<file path="src/rtl/image_sequencer_fsm_if.sv">
// -----------------------------------------------------------------------------
// image_sequencer_fsm_if
//
// Purpose: bundles the handshakes between the image sequencer and its three
// neighbours: the UART-fed config storage, the A-line transmit FSM and the
// acquisition memory.
//
// Signals:
//   cfg_valid  config storage holds a complete configuration
//   cfg_busy   config storage is intaking or updating
//   dly_req    sequencer requests per-channel delays for dly_aline
//   dly_aline  A-line index for the delay fetch
//   dly_ack    delays are presented to the transmitter
//   tx_start   one-cycle pulse that fires the A-line transmitter
//   tx_busy    A-line transmitter active
//   tx_done    one-cycle pulse, A-line complete
//   mem_clear  acquisition memory ready for the next A-line
//
// Modports: master = sequencer side, slave = peripheral side.
// -----------------------------------------------------------------------------
interface image_sequencer_fsm_if #(
  parameter int ALINE_W = 4
);
  logic               cfg_valid;
  logic               cfg_busy;
  logic               dly_req;
  logic [ALINE_W-1:0] dly_aline;
  logic               dly_ack;
  logic               tx_start;
  logic               tx_busy;
  logic               tx_done;
  logic               mem_clear;

  modport master (
    input  cfg_valid, cfg_busy, dly_ack, tx_busy, tx_done, mem_clear,
    output dly_req, dly_aline, tx_start
  );

  modport slave (
    output cfg_valid, cfg_busy, dly_ack, tx_busy, tx_done, mem_clear,
    input  dly_req, dly_aline, tx_start
  );
endinterface

</file>
<file path="src/rtl/image_sequencer_fsm.sv">
// -----------------------------------------------------------------------------
// image_sequencer_fsm
//
// Purpose: steps an ultrasound image through num_alines A-lines per frame and
// num_frames frames (0 = run continuously). For every A-line it fetches the
// per-channel delays, fires the A-line transmitter, waits a programmable
// settle time and then waits for acquisition memory to clear. Supports abort,
// multi-frame operation and a sticky error flag. All outputs are registered.
//
// Optional build macro: IMAGE_SEQ_WATCHDOG_EN
//   When defined, a watchdog counts cycles spent in WAIT_TX; reaching
//   TX_TIMEOUT cycles without tx_done sets error, pulses aborted and returns
//   to IDLE. The TX_TIMEOUT parameter only exists in that build.
//
// Ports:
//   clk                     system clock (posedge)
//   rst                     asynchronous active-high reset
//   start_i                 image request, level sampled in IDLE
//   abort_i                 stop request, sampled every cycle
//   num_alines_i            A-lines per frame (ALINE_W+1 bits, 0 is illegal)
//   num_frames_i            frames per image (0 = continuous)
//   settle_cycles_i         dead time after each A-line
//   seq                     handshake bundle (master modport)
//   busy_o                  start cannot be accepted
//   transmit_in_progress_o  high in any non-IDLE state
//   current_aline_o         A-line index in progress
//   current_frame_o         frame index in progress
//   current_state_o         state encoding for debug
//   frame_done_o            one-cycle pulse at the end of each frame
//   image_done_o            one-cycle pulse at normal completion
//   aborted_o               one-cycle pulse on abort return to IDLE
//   error_o                 sticky error flag
// -----------------------------------------------------------------------------
module image_sequencer_fsm #(
  parameter int ALINE_W  = 4,
  parameter int FRAME_W  = 8,
  parameter int SETTLE_W = 16
`ifdef IMAGE_SEQ_WATCHDOG_EN
  , parameter int TX_TIMEOUT = 65535
`endif
) (
  input  logic                clk,
  input  logic                rst,
  input  logic                start_i,
  input  logic                abort_i,
  input  logic [ALINE_W:0]    num_alines_i,
  input  logic [FRAME_W-1:0]  num_frames_i,
  input  logic [SETTLE_W-1:0] settle_cycles_i,
  image_sequencer_fsm_if.master seq,
  output logic                busy_o,
  output logic                transmit_in_progress_o,
  output logic [ALINE_W-1:0]  current_aline_o,
  output logic [FRAME_W-1:0]  current_frame_o,
  output logic [2:0]          current_state_o,
  output logic                frame_done_o,
  output logic                image_done_o,
  output logic                aborted_o,
  output logic                error_o
);

  typedef enum logic [2:0] {
    S_IDLE       = 3'd0,
    S_REQ_DELAYS = 3'd1,
    S_START_TX   = 3'd2,
    S_WAIT_TX    = 3'd3,
    S_SETTLE     = 3'd4,
    S_WAIT_MEM   = 3'd5
  } state_t;

  state_t              state_q;
  logic [ALINE_W-1:0]  aline_q;
  logic [ALINE_W-1:0]  last_aline_q;
  logic [FRAME_W-1:0]  frame_q;
  logic [FRAME_W-1:0]  last_frame_q;
  logic                continuous_q;
  logic [SETTLE_W-1:0] settle_len_q;
  logic [SETTLE_W-1:0] settle_cnt_q;
  logic                abort_pend_q;

  logic                dly_req_q;
  logic [ALINE_W-1:0]  dly_aline_q;
  logic                tx_start_q;
  logic                busy_q;
  logic                tip_q;
  logic                frame_done_q;
  logic                image_done_q;
  logic                aborted_q;
  logic                error_q;

`ifdef IMAGE_SEQ_WATCHDOG_EN
  localparam int WD_W = (TX_TIMEOUT < 2) ? 1 : $clog2(TX_TIMEOUT);
  localparam logic [WD_W-1:0] WD_LAST = WD_W'(TX_TIMEOUT - 1);
  logic [WD_W-1:0] wd_cnt_q;
`endif

  // Neighbours not ready: start must be refused.
  logic src_busy_d;
  logic last_aline_d;
  logic last_frame_d;
  logic abort_now_d;

  assign src_busy_d   = seq.cfg_busy | seq.tx_busy | ~seq.cfg_valid;
  assign last_aline_d = (aline_q == last_aline_q);
  assign last_frame_d = ~continuous_q & (frame_q == last_frame_q);
  // Abort seen now or earlier while the transmitter could not be interrupted.
  assign abort_now_d  = abort_pend_q | abort_i;

  always_ff @(posedge clk or posedge rst) begin
    if (rst) begin
      state_q      <= S_IDLE;
      aline_q      <= '0;
      last_aline_q <= '0;
      frame_q      <= '0;
      last_frame_q <= '0;
      continuous_q <= 1'b0;
      settle_len_q <= '0;
      settle_cnt_q <= '0;
      abort_pend_q <= 1'b0;
      dly_req_q    <= 1'b0;
      dly_aline_q  <= '0;
      tx_start_q   <= 1'b0;
      busy_q       <= 1'b0;
      tip_q        <= 1'b0;
      frame_done_q <= 1'b0;
      image_done_q <= 1'b0;
      aborted_q    <= 1'b0;
      error_q      <= 1'b0;
`ifdef IMAGE_SEQ_WATCHDOG_EN
      wd_cnt_q     <= '0;
`endif
    end else begin
      // Pulses default low; busy/in-progress default to the non-IDLE value
      // and every path that lands in IDLE overrides them.
      tx_start_q   <= 1'b0;
      frame_done_q <= 1'b0;
      image_done_q <= 1'b0;
      aborted_q    <= 1'b0;
      busy_q       <= 1'b1;
      tip_q        <= 1'b1;

      case (state_q)
        S_IDLE: begin
          busy_q <= src_busy_d;
          tip_q  <= 1'b0;
          if (start_i && !src_busy_d) begin
            if (num_alines_i == '0) begin
              error_q <= 1'b1;
            end else begin
              last_aline_q <= ALINE_W'(num_alines_i - (ALINE_W+1)'(1));
              last_frame_q <= num_frames_i - FRAME_W'(1);
              continuous_q <= (num_frames_i == '0);
              settle_len_q <= settle_cycles_i;
              error_q      <= 1'b0;
              aline_q      <= '0;
              frame_q      <= '0;
              abort_pend_q <= 1'b0;
              busy_q       <= 1'b1;
              tip_q        <= 1'b1;
              state_q      <= S_REQ_DELAYS;
            end
          end
        end

        // First cycle raises dly_req; dly_ack is honoured only while the
        // request is visible to the config storage.
        S_REQ_DELAYS: begin
          if (abort_i) begin
            dly_req_q <= 1'b0;
            aborted_q <= 1'b1;
            busy_q    <= src_busy_d;
            tip_q     <= 1'b0;
            state_q   <= S_IDLE;
          end else if (!dly_req_q) begin
            dly_req_q   <= 1'b1;
            dly_aline_q <= aline_q;
          end else if (seq.dly_ack) begin
            dly_req_q  <= 1'b0;
            tx_start_q <= 1'b1;
            state_q    <= S_START_TX;
          end
        end

        S_START_TX: begin
          abort_pend_q <= abort_now_d;
          state_q      <= S_WAIT_TX;
`ifdef IMAGE_SEQ_WATCHDOG_EN
          wd_cnt_q     <= '0;
`endif
        end

        // mem_clear is deliberately not looked at here; WAIT_MEM re-samples it.
        S_WAIT_TX: begin
          if (seq.tx_done) begin
            if (abort_now_d) begin
              abort_pend_q <= 1'b0;
              aborted_q    <= 1'b1;
              busy_q       <= src_busy_d;
              tip_q        <= 1'b0;
              state_q      <= S_IDLE;
            end else if (settle_len_q == '0) begin
              state_q <= S_WAIT_MEM;
            end else begin
              settle_cnt_q <= settle_len_q - SETTLE_W'(1);
              state_q      <= S_SETTLE;
            end
          end else begin
            abort_pend_q <= abort_now_d;
`ifdef IMAGE_SEQ_WATCHDOG_EN
            if (wd_cnt_q == WD_LAST) begin
              abort_pend_q <= 1'b0;
              error_q      <= 1'b1;
              aborted_q    <= 1'b1;
              busy_q       <= src_busy_d;
              tip_q        <= 1'b0;
              state_q      <= S_IDLE;
            end else begin
              wd_cnt_q <= wd_cnt_q + WD_W'(1);
            end
`endif
          end
        end

        // Counter starts at settle-1 so exactly settle_cycles cycles are spent here.
        S_SETTLE: begin
          if (abort_i) begin
            aborted_q <= 1'b1;
            busy_q    <= src_busy_d;
            tip_q     <= 1'b0;
            state_q   <= S_IDLE;
          end else if (settle_cnt_q == '0) begin
            state_q <= S_WAIT_MEM;
          end else begin
            settle_cnt_q <= settle_cnt_q - SETTLE_W'(1);
          end
        end

        S_WAIT_MEM: begin
          if (abort_i) begin
            aborted_q <= 1'b1;
            busy_q    <= src_busy_d;
            tip_q     <= 1'b0;
            state_q   <= S_IDLE;
          end else if (seq.mem_clear) begin
            if (!last_aline_d) begin
              aline_q <= aline_q + ALINE_W'(1);
              state_q <= S_REQ_DELAYS;
            end else begin
              frame_done_q <= 1'b1;
              aline_q      <= '0;
              if (last_frame_d) begin
                image_done_q <= 1'b1;
                frame_q      <= '0;
                busy_q       <= src_busy_d;
                tip_q        <= 1'b0;
                state_q      <= S_IDLE;
              end else begin
                // Wraps naturally in continuous mode.
                frame_q <= frame_q + FRAME_W'(1);
                state_q <= S_REQ_DELAYS;
              end
            end
          end
        end

        default: begin
          dly_req_q <= 1'b0;
          busy_q    <= src_busy_d;
          tip_q     <= 1'b0;
          state_q   <= S_IDLE;
        end
      endcase
    end
  end

  assign seq.dly_req             = dly_req_q;
  assign seq.dly_aline           = dly_aline_q;
  assign seq.tx_start            = tx_start_q;
  assign busy_o                  = busy_q;
  assign transmit_in_progress_o  = tip_q;
  assign current_aline_o         = aline_q;
  assign current_frame_o         = frame_q;
  assign current_state_o         = state_q;
  assign frame_done_o            = frame_done_q;
  assign image_done_o            = image_done_q;
  assign aborted_o               = aborted_q;
  assign error_o                 = error_q;

endmodule

</file>
<file path="src/flat_wrapper.sv">
// flat-port wrapper written by rule: the top's interface ports become plain ports
module image_sequencer_fsm_flat 
#(
  parameter int ALINE_W  = 4,
  parameter int FRAME_W  = 8,
  parameter int SETTLE_W = 16

)
  (clk, rst, start_i, abort_i, num_alines_i, num_frames_i, settle_cycles_i, busy_o, transmit_in_progress_o, current_aline_o, current_frame_o, current_state_o, frame_done_o, image_done_o, aborted_o, error_o, seq_cfg_valid, seq_cfg_busy, seq_dly_ack, seq_tx_busy, seq_tx_done, seq_mem_clear, seq_dly_req, seq_dly_aline, seq_tx_start);
  image_sequencer_fsm_if #(.ALINE_W(ALINE_W)) seq_i ();
  input  logic clk;
  input  logic rst;
  input  logic start_i;
  input  logic abort_i;
  input  logic [ALINE_W:0] num_alines_i;
  input  logic [FRAME_W-1:0] num_frames_i;
  input  logic [SETTLE_W-1:0] settle_cycles_i;
  output logic busy_o;
  output logic transmit_in_progress_o;
  output logic [ALINE_W-1:0] current_aline_o;
  output logic [FRAME_W-1:0] current_frame_o;
  output logic [2:0] current_state_o;
  output logic frame_done_o;
  output logic image_done_o;
  output logic aborted_o;
  output logic error_o;
  input wire logic [$bits(seq_i.cfg_valid)-1:0] seq_cfg_valid;
  input wire logic [$bits(seq_i.cfg_busy)-1:0] seq_cfg_busy;
  input wire logic [$bits(seq_i.dly_ack)-1:0] seq_dly_ack;
  input wire logic [$bits(seq_i.tx_busy)-1:0] seq_tx_busy;
  input wire logic [$bits(seq_i.tx_done)-1:0] seq_tx_done;
  input wire logic [$bits(seq_i.mem_clear)-1:0] seq_mem_clear;
  output wire logic [$bits(seq_i.dly_req)-1:0] seq_dly_req;
  output wire logic [$bits(seq_i.dly_aline)-1:0] seq_dly_aline;
  output wire logic [$bits(seq_i.tx_start)-1:0] seq_tx_start;
  assign seq_i.cfg_valid = seq_cfg_valid;
  assign seq_i.cfg_busy = seq_cfg_busy;
  assign seq_i.dly_ack = seq_dly_ack;
  assign seq_i.tx_busy = seq_tx_busy;
  assign seq_i.tx_done = seq_tx_done;
  assign seq_i.mem_clear = seq_mem_clear;
  assign seq_dly_req = seq_i.dly_req;
  assign seq_dly_aline = seq_i.dly_aline;
  assign seq_tx_start = seq_i.tx_start;
  image_sequencer_fsm #(.ALINE_W(ALINE_W), .FRAME_W(FRAME_W), .SETTLE_W(SETTLE_W)) u_core (.clk(clk), .rst(rst), .start_i(start_i), .abort_i(abort_i), .num_alines_i(num_alines_i), .num_frames_i(num_frames_i), .settle_cycles_i(settle_cycles_i), .seq(seq_i), .busy_o(busy_o), .transmit_in_progress_o(transmit_in_progress_o), .current_aline_o(current_aline_o), .current_frame_o(current_frame_o), .current_state_o(current_state_o), .frame_done_o(frame_done_o), .image_done_o(image_done_o), .aborted_o(aborted_o), .error_o(error_o));
endmodule
</file>
<file path="config.mk">
export PLATFORM = sky130hd
export DESIGN_NAME = image_sequencer_fsm_flat
export DESIGN_NICKNAME = d
export VERILOG_FILES = /design/src/rtl/image_sequencer_fsm_if.sv /design/src/rtl/image_sequencer_fsm.sv /design/src/flat_wrapper.sv
export SDC_FILE = /design/constraint.sdc
export NUM_CORES = 1
export LEC_CHECK = 0
export ABC_AREA = 1
export CORE_AREA = 2 2 73 127
export CTS_CLUSTER_SIZE = 12
export DETAILED_ROUTE_END_ITERATION = 8
export DIE_AREA = 0 0 75 129
export MAX_ROUTING_LAYER = met4
export PLACE_DENSITY_LB_ADDON = 0.2
export SYNTH_ARGS = -nofsm -noshare
export SYNTH_HDL_FRONTEND = slang
export SYNTH_SLANG_ARGS = --single-unit
</file>
<file path="constraint.sdc">
create_clock -name clk -period 1.99 [get_ports clk]
set_input_delay 0.2985 -clock clk [delete_from_list [all_inputs] [get_ports clk]]
set_output_delay 0.2985 -clock clk [all_outputs]
set_load 0.005 [all_outputs]
</file>
After elaboration in Yosys (flattened, before gate mapping)

Index checks and enable logic that the tools add are counted.

Add/sub/neg operators: 6
Equal/unequal tests: 22
Multiplexer cells: 81
Bitwise gates (word level): 9
Reduce and logical (&&, ||, !) cells: 21

Operator list:

| cell                                                   | count |
|---|---|
| two-way mux 16 bit                                     | 5 |
| two-way mux 8 bit                                      | 6 |
| two-way mux 1 bit                                      | 44 |
| two-way mux 3 bit                                      | 12 |
| zero test 16 bit                                       | 2 |
| one-hot mux 16 bit (2 select lines)                    | 1 |
| subtractor 16 x 1 -> 16 bit (second input constant)    | 2 |
| two-way mux 4 bit                                      | 5 |
| one-hot mux 3 bit (6 select lines)                     | 1 |
| inequality test 2 bit (second input constant)          | 8 |
| one-hot mux 8 bit (2 select lines)                     | 1 |
| AND reduction 6 bit                                    | 2 |
| one-hot mux 1 bit (5 select lines)                     | 2 |
| inequality test 3 x 2 -> 1 bit (second input constant) | 3 |
| adder 8 x 1 -> 8 bit (second input constant)           | 1 |
| equality test 8 bit                                    | 1 |
| zero test 8 bit                                        | 1 |
| one-hot mux 4 bit (2 select lines)                     | 1 |
| subtractor 8 x 1 -> 8 bit (second input constant)      | 1 |
| AND reduction 7 bit                                    | 1 |
| equality test 3 x 2 -> 1 bit (second input constant)   | 2 |
| equality test 3 bit (second input constant)            | 2 |
| inequality test 3 bit (second input constant)          | 2 |
| AND reduction 3 bit                                    | 2 |
| other kinds (22)                                       | 31 |

Register bits: 73
Bits of input ports: 39

Longest topological paths before layout

Depth after elaboration: 7
Mapped depth: 14
Gate-level depth less buffers: 12

Worst setup path before layout

No wires, ideal clock.

Path type: reg2reg
From: reg u_core.state_q[0] (netlist: u_core.current_state_o[0])
To: reg u_core.settle_cnt_q[12]
Arrival time: 1859 ps
Setup slack: 15 ps
Stages on the path, launching flop included: 14
Period minus slack after synthesis: 1975 ps
Cell sequence: dfrtp_1 > nor2_4 > nand2_2 > buf_4 > nand2_1 > o21ai_0 > inv_1 > ha_1 > nand2_1 > nor2_1 > nand3_1 > xor2_1 > nand2_1 > nand2_1

Longest elaborated chain between the ends: 3
Elaborated cells on any way between the ends: 10
Those cells by class: eq/ne: 7; mux: 1; reduce/logical: 2

RTL lines:

| what                                                                         | line                       | source |
|---|---|---|
| start: declaration                                                           | image_sequencer_fsm.sv:70  | `state_t state_q;` |
| start signal: assignment                                                     | image_sequencer_fsm.sv:110 | `state_q <= S_IDLE;` |
| start signal: assignment                                                     | image_sequencer_fsm.sv:159 | `state_q <= S_REQ_DELAYS;` |
| start signal: assignment                                                     | image_sequencer_fsm.sv:172 | `state_q <= S_IDLE;` |
| equality test 3 bit or equality test 3 x 2 -> 1 bit (tied branches)          | image_sequencer_fsm.sv:141 | `case (state_q)` |
| inequality test 2 bit (no source line) or nonzero test 2 bit (tied branches) | n/a                        |  |
| AND reduction 6 bit (no source line)                                         | n/a                        |  |
| end signal: assignment                                                       | image_sequencer_fsm.sv:203 | `settle_cnt_q <= settle_len_q - SETTLE_W'(1);` |
| end signal: assignment                                                       | image_sequencer_fsm.sv:233 | `settle_cnt_q <= settle_cnt_q - SETTLE_W'(1);` |
| end: declaration                                                             | image_sequencer_fsm.sv:77  | `logic [SETTLE_W-1:0] settle_cnt_q;` |

Parallel ways exist; a longest one is shown, timed or not.
A chain may end at the register's enable or synchronous reset.

Worst setup path after layout

Ends and elaborated chain as after synthesis.

==> insert_results.sql <==
INSERT INTO impl_metrics (metric_group, metric, value, unit) VALUES
('sta', 'setup_tns', '0', 'ns'),
('worst_setup_path', 'regToRegStartpoint', 'u_core.current_state_o[0]$_DFFE_PP0P_', ''),
('global_routing', 'grt_use_met3', '0.0525', ''),
('power_and_ir_drop', 'cellLeakagePower', '0.00256', 'uW'),
('logic_synthesis', 'synth_sequential_area_ratio', '0.440', ''),
('cts', 'post_cts.repair.setup_buffers', '0', ''),
('cts', 'cts_max_path_buffers', '2', ''),
('worst_setup_path', 'regToRegSetupSlack', '0.13', 'ns'),
('floorplanning', 'core-area', '8610', 'um2'),
('floorplanning', 'die-width', '75', 'um'),
('flow_run', 'max_cap_viol_count', '0', ''),
('global_routing', 'grtUsageMet1', '0.265', ''),
('final_layout', 'antenna_cells', '0', ''),
('sta', 'drv_slew', '0', ''),
('drt', 'drt-vias-per-instance', '5.16', ''),
('sta', 'finalWorstSetupSlack', '0.127', 'ns'),
('drt', 'route.vias.total', '4004', ''),
('sta', 'max_clock_freq', '0.537', 'GHz'),
('logic_synthesis', 'post_synth_main_area_contributors', 'sky130_fd_sc_hd__dfrtp_1 44%, sky130_fd_sc_hd__nand2_1 14%, sky130_fd_sc_hd__o21ai_0 7.5%', ''),
('cts', 'tritoncts', 'yes', ''),
('drt', 'wire_per_inst', '13.9', 'um'),
('place', 'gp_congestion', '0.944', ''),
('place', 'post_dp_cell_area', '5110', 'um2'),
('logic_synthesis', 'ys_seq_elements', '73', ''),
('worst_setup_path', 'cpMostUsedCell', 'sky130_fd_sc_hd__nand2_1', ''),
('floorplanning', 'fp.dieArea', '9680', 'um2'),
('outcome', 'outcome', 'finished clean', ''),
('logic_synthesis', 'synth_top_cell_area_share', '0.440', ''),
('worst_setup_path', 'setup.worst_path.start_class', 'register', ''),
('worst_hold_path', 'hold_class', 'input port to asynchronous set/reset pin', ''),
('cts', 'cts_root_buf', 'sky130_fd_sc_hd__clkbuf_16', ''),
('sta', 'period_minus_slack', '1.86', 'ns'),
('cts', 'cts_inserted_buffers', '9', ''),
('sta', 'worst_slew_margin_relative_to_its_limit', '0.698', ''),
('global_routing', 'grt_usage', '0.251', ''),
('logic_synthesis', 'synth.cell_area', '4150', 'um2'),
('worst_setup_path', 'crit_path_max_incr_delay', '0.40', 'ns'),
('worst_setup_path', 'critical_path.top_delay_family', 'simple AND/OR/NAND/NOR gates', ''),
('cts', 'clk_pin_slew_worst_paths', '0.06', 'ns'),
('global_routing', 'globalRouteMet2Util', '0.439', ''),
('logic_synthesis', 'syn-mean-instance-area', '7.39', 'um2'),
('cts', 'clock_tree.htree_level_count', '3', ''),
('final_layout', 'post_route_cells_drive_above_1_share', '0.131', ''),
('worst_setup_path', 'depth_of_the_most_critical_reg_to_reg_path', '12', ''),
('worst_setup_path', 'critPathArrivalTime', '2.09', 'ns'),
('sta', 'final.period_utilization', '0.936', ''),
('final_layout', 'area.growth.synth_to_final', '30.8', '%'),
('global_routing', 'gr-total-overflow', '0', ''),
('global_routing', 'first_global_vias', '4031', ''),
('worst_setup_path', 'crit_fanout', '10', ''),
('floorplanning', 'initial_utilization', '0.482', ''),
('place', 'detailedPlacementHpwl', '8260', 'um'),
('sta', 'setup_viol_count_final', '0', ''),
('worst_setup_path', 'crit_required', '2.21', 'ns'),
('cts', 'clkLatencyLatePin', '0.33', 'ns'),
('logic_synthesis', 'postSynthNetCount', '608', ''),
('global_routing', 'grt_most_used_layer', 'met2', ''),
('sta', 'timing_hold_violations_final', '0', ''),
('logic_synthesis', 'synth-warning-count', '0', ''),
('global_routing', 'first_pass_grt_wire_length', '18000', 'um'),
('final_layout', 'post_layout_nonfiller_instances', '776', ''),
('sta', 'fin_worst_hold_slack', '0.424', 'ns'),
('worst_setup_path', 'critical_path.n_buffers_inverters', '1', ''),
('global_routing', 'antenna_found_initial', '0', ''),
('place', 'portBuffers', '65', ''),
('place', 'pre_cts_slack', '-0.0493', 'ns'),
('worst_setup_path', 'path_class', 'register to register', ''),
('floorplanning', 'die-height', '129', 'um'),
('drt', 'final_wl', '10800', 'um'),
('global_routing', 'grt_start_max_net_pins', '74', ''),
('worst_setup_path', 'critical_path_cell_by_cell', 'nor2_4 -> nand2_4 -> nand2_1 -> o21ai_2 -> inv_1 -> ha_1 -> nand2_1 -> nor2_2 -> nand3_1 -> xor2_1 -> nand2_1 -> nand2_1', '');
==> cell type report <==
cell class / count / area [um2] / area share
multi-input combinational: 397 / 2010 / 0.370
sequential: 73 / 1830 / 0.336
tap: 117 / 146 / 0.0270
clock inverter: 5 / 25.0 / 0.00461
timing repair buffer: 94 / 885 / 0.163
inverter: 80 / 308 / 0.0567
clock buffer: 9 / 225 / 0.0415
timing repair inverter: 1 / 5.00 / 0.000921
==> power by group <==
group          internal (uW)  total [uW]  switching [uW]
sequential              2140        2670             525
combinational           1490        3390            1900
clock                    817        1410             594
total                   4440        7470            3020
==> cells in the mapped netlist <==
cell,number
sky130_fd_sc_hd__nand2_1,150
sky130_fd_sc_hd__a31oi_1,4
sky130_fd_sc_hd__nand4_1,10
sky130_fd_sc_hd__inv_2,4
sky130_fd_sc_hd__buf_4,2
sky130_fd_sc_hd__nor2_2,7
sky130_fd_sc_hd__xor2_1,7
sky130_fd_sc_hd__xnor2_1,7
sky130_fd_sc_hd__o21ai_0,62
sky130_fd_sc_hd__nor4_1,7
sky130_fd_sc_hd__nor2_4,1
sky130_fd_sc_hd__ha_1,7
sky130_fd_sc_hd__nand3b_1,2
sky130_fd_sc_hd__a22oi_1,1
sky130_fd_sc_hd__clkinv_1,2
sky130_fd_sc_hd__o21ai_2,7
sky130_fd_sc_hd__a21boi_0,2
sky130_fd_sc_hd__nand3_2,2
sky130_fd_sc_hd__buf_6,2
sky130_fd_sc_hd__o21ai_1,5
sky130_fd_sc_hd__nor3_1,12
sky130_fd_sc_hd__and2_1,1
sky130_fd_sc_hd__nand2_2,6
sky130_fd_sc_hd__nor2_1,51
sky130_fd_sc_hd__buf_2,2
sky130_fd_sc_hd__nand3_1,28
sky130_fd_sc_hd__o21a_1,3
sky130_fd_sc_hd__inv_1,74
sky130_fd_sc_hd__o31ai_1,2
sky130_fd_sc_hd__clkbuf_1,6
sky130_fd_sc_hd__dfrtp_1,73
sky130_fd_sc_hd__or2_2,3
sky130_fd_sc_hd__a21oi_1,10
==> through the flow <==
step | util | power (uW)
floorplan | - | 4600
global placement | 0.594 | 5850
detailed placement | 0.594 | 5950
CTS | 0.623 | 7410
global route | 0.631 | 8130
finish | 0.631 | 7470
==> cells in the final DEF, fill, tap and decap left out <==
cell and instances:
sky130_fd_sc_hd__nor3_1 10, sky130_fd_sc_hd__ha_1 7, sky130_fd_sc_hd__clkinv_2 5, sky130_fd_sc_hd__or2_2 3
sky130_fd_sc_hd__buf_12 1, sky130_fd_sc_hd__o21a_1 3, sky130_fd_sc_hd__a22oi_1 1, sky130_fd_sc_hd__o21ai_4 1
sky130_fd_sc_hd__inv_2 5, sky130_fd_sc_hd__nand2_2 5, sky130_fd_sc_hd__dfrtp_1 73, sky130_fd_sc_hd__a21oi_1 10
sky130_fd_sc_hd__and2_1 1, sky130_fd_sc_hd__inv_1 72, sky130_fd_sc_hd__a21boi_0 2, sky130_fd_sc_hd__a31oi_1 4
sky130_fd_sc_hd__buf_4 27, sky130_fd_sc_hd__o21ai_2 8, sky130_fd_sc_hd__nand3_1 27, sky130_fd_sc_hd__xor2_1 7
sky130_fd_sc_hd__nand3_2 3, sky130_fd_sc_hd__nor3_2 2, sky130_fd_sc_hd__nor2_1 47, sky130_fd_sc_hd__nand2_1 150
sky130_fd_sc_hd__nand4_1 10, sky130_fd_sc_hd__buf_6 1, sky130_fd_sc_hd__nand2_4 1, sky130_fd_sc_hd__clkbuf_16 9
sky130_fd_sc_hd__clkinv_1 1, sky130_fd_sc_hd__clkdlybuf4s50_1 65, sky130_fd_sc_hd__o21ai_0 61, sky130_fd_sc_hd__nand3b_1 2
sky130_fd_sc_hd__xnor2_1 7, sky130_fd_sc_hd__nor2_4 3, sky130_fd_sc_hd__clkinvlp_4 2, sky130_fd_sc_hd__o31ai_1 2
sky130_fd_sc_hd__nor4_1 7, sky130_fd_sc_hd__o21ai_1 4, sky130_fd_sc_hd__clkinvlp_2 1, sky130_fd_sc_hd__nor2_2 9
==> metal layers <==
metal | share of wire | wire [um]
met1 | 0.38 | 4080
met5 | 0 | 0
met4 | 0.030 | 325
met2 | 0.55 | 5930
met3 | 0.044 | 474
==> tightest hold or removal path, stage by stage <==
cell and delay (ns):
sky130_fd_sc_hd__clkdlybuf4s50_1 0.44, sky130_fd_sc_hd__clkinvlp_4 0.10, sky130_fd_sc_hd__buf_12 0.33
==> logic make-up (layout without fill, tap and decap cells) <==
group	Yosys count	after routing	share of synthesized area
DFF	73	73	0.440
and+or+nand+nor	280	280	0.292
buffers and inverters	92	189	0.0892
adders and majority gates	7	7	0.0211
AOI/OAI and AO/OA	96	96	0.128
xor gates and xnor gates	14	14	0.0295
==> timing repair <==
action	4_1_cts	5_1_grt
pin swaps	0	0
endpoints found under the setup margin	1	25
cloned	0	1
hold endpoints to repair	0	0
hold buffers	0	0
gates resized for setup	1	16
==> flip-flops by register name, indices dropped and copies added, names as in the netlist <==
name and flops:
u_core.settle_len_q 16, u_core.continuous_q 1, u_core.abort_pend_q 1, u_core.error_o 1, u_core.seq.tx_start 1, u_core.image_done_o 1
u_core.seq.dly_aline 4, u_core.frame_done_o 1, u_core.aborted_o 1, u_core.current_frame_o 8, u_core.last_frame_q 8, u_core.last_aline_q 4
u_core.seq.dly_req 1, u_core.transmit_in_progress_o 1, u_core.current_aline_o 4, u_core.current_state_o 3, u_core.busy_o 1, u_core.settle_cnt_q 16
==> how the worst max path moves through the flow <==
stage                                          start                               endpoint  cells after the start
4_1_cts        u_core.current_state_o[0]$_DFFE_PP0P_    u_core.settle_cnt_q[14]$_DFFE_PP0P_                     11
6_report       u_core.current_state_o[0]$_DFFE_PP0P_    u_core.settle_cnt_q[12]$_DFFE_PP0P_                     12
3_3_place_gp                                 abort_i  u_core.current_state_o[2]$_DFFE_PP0P_                      9
2_1_floorplan  u_core.current_state_o[0]$_DFFE_PP0P_    u_core.settle_cnt_q[12]$_DFFE_PP0P_                     13
3_5_place_dp                                 abort_i  u_core.current_state_o[2]$_DFFE_PP0P_                      9
5_1_grt        u_core.current_state_o[1]$_DFFE_PP0P_  u_core.current_aline_o[3]$_DFFE_PP0P_                     10
(Power assumes the default switching activity.)
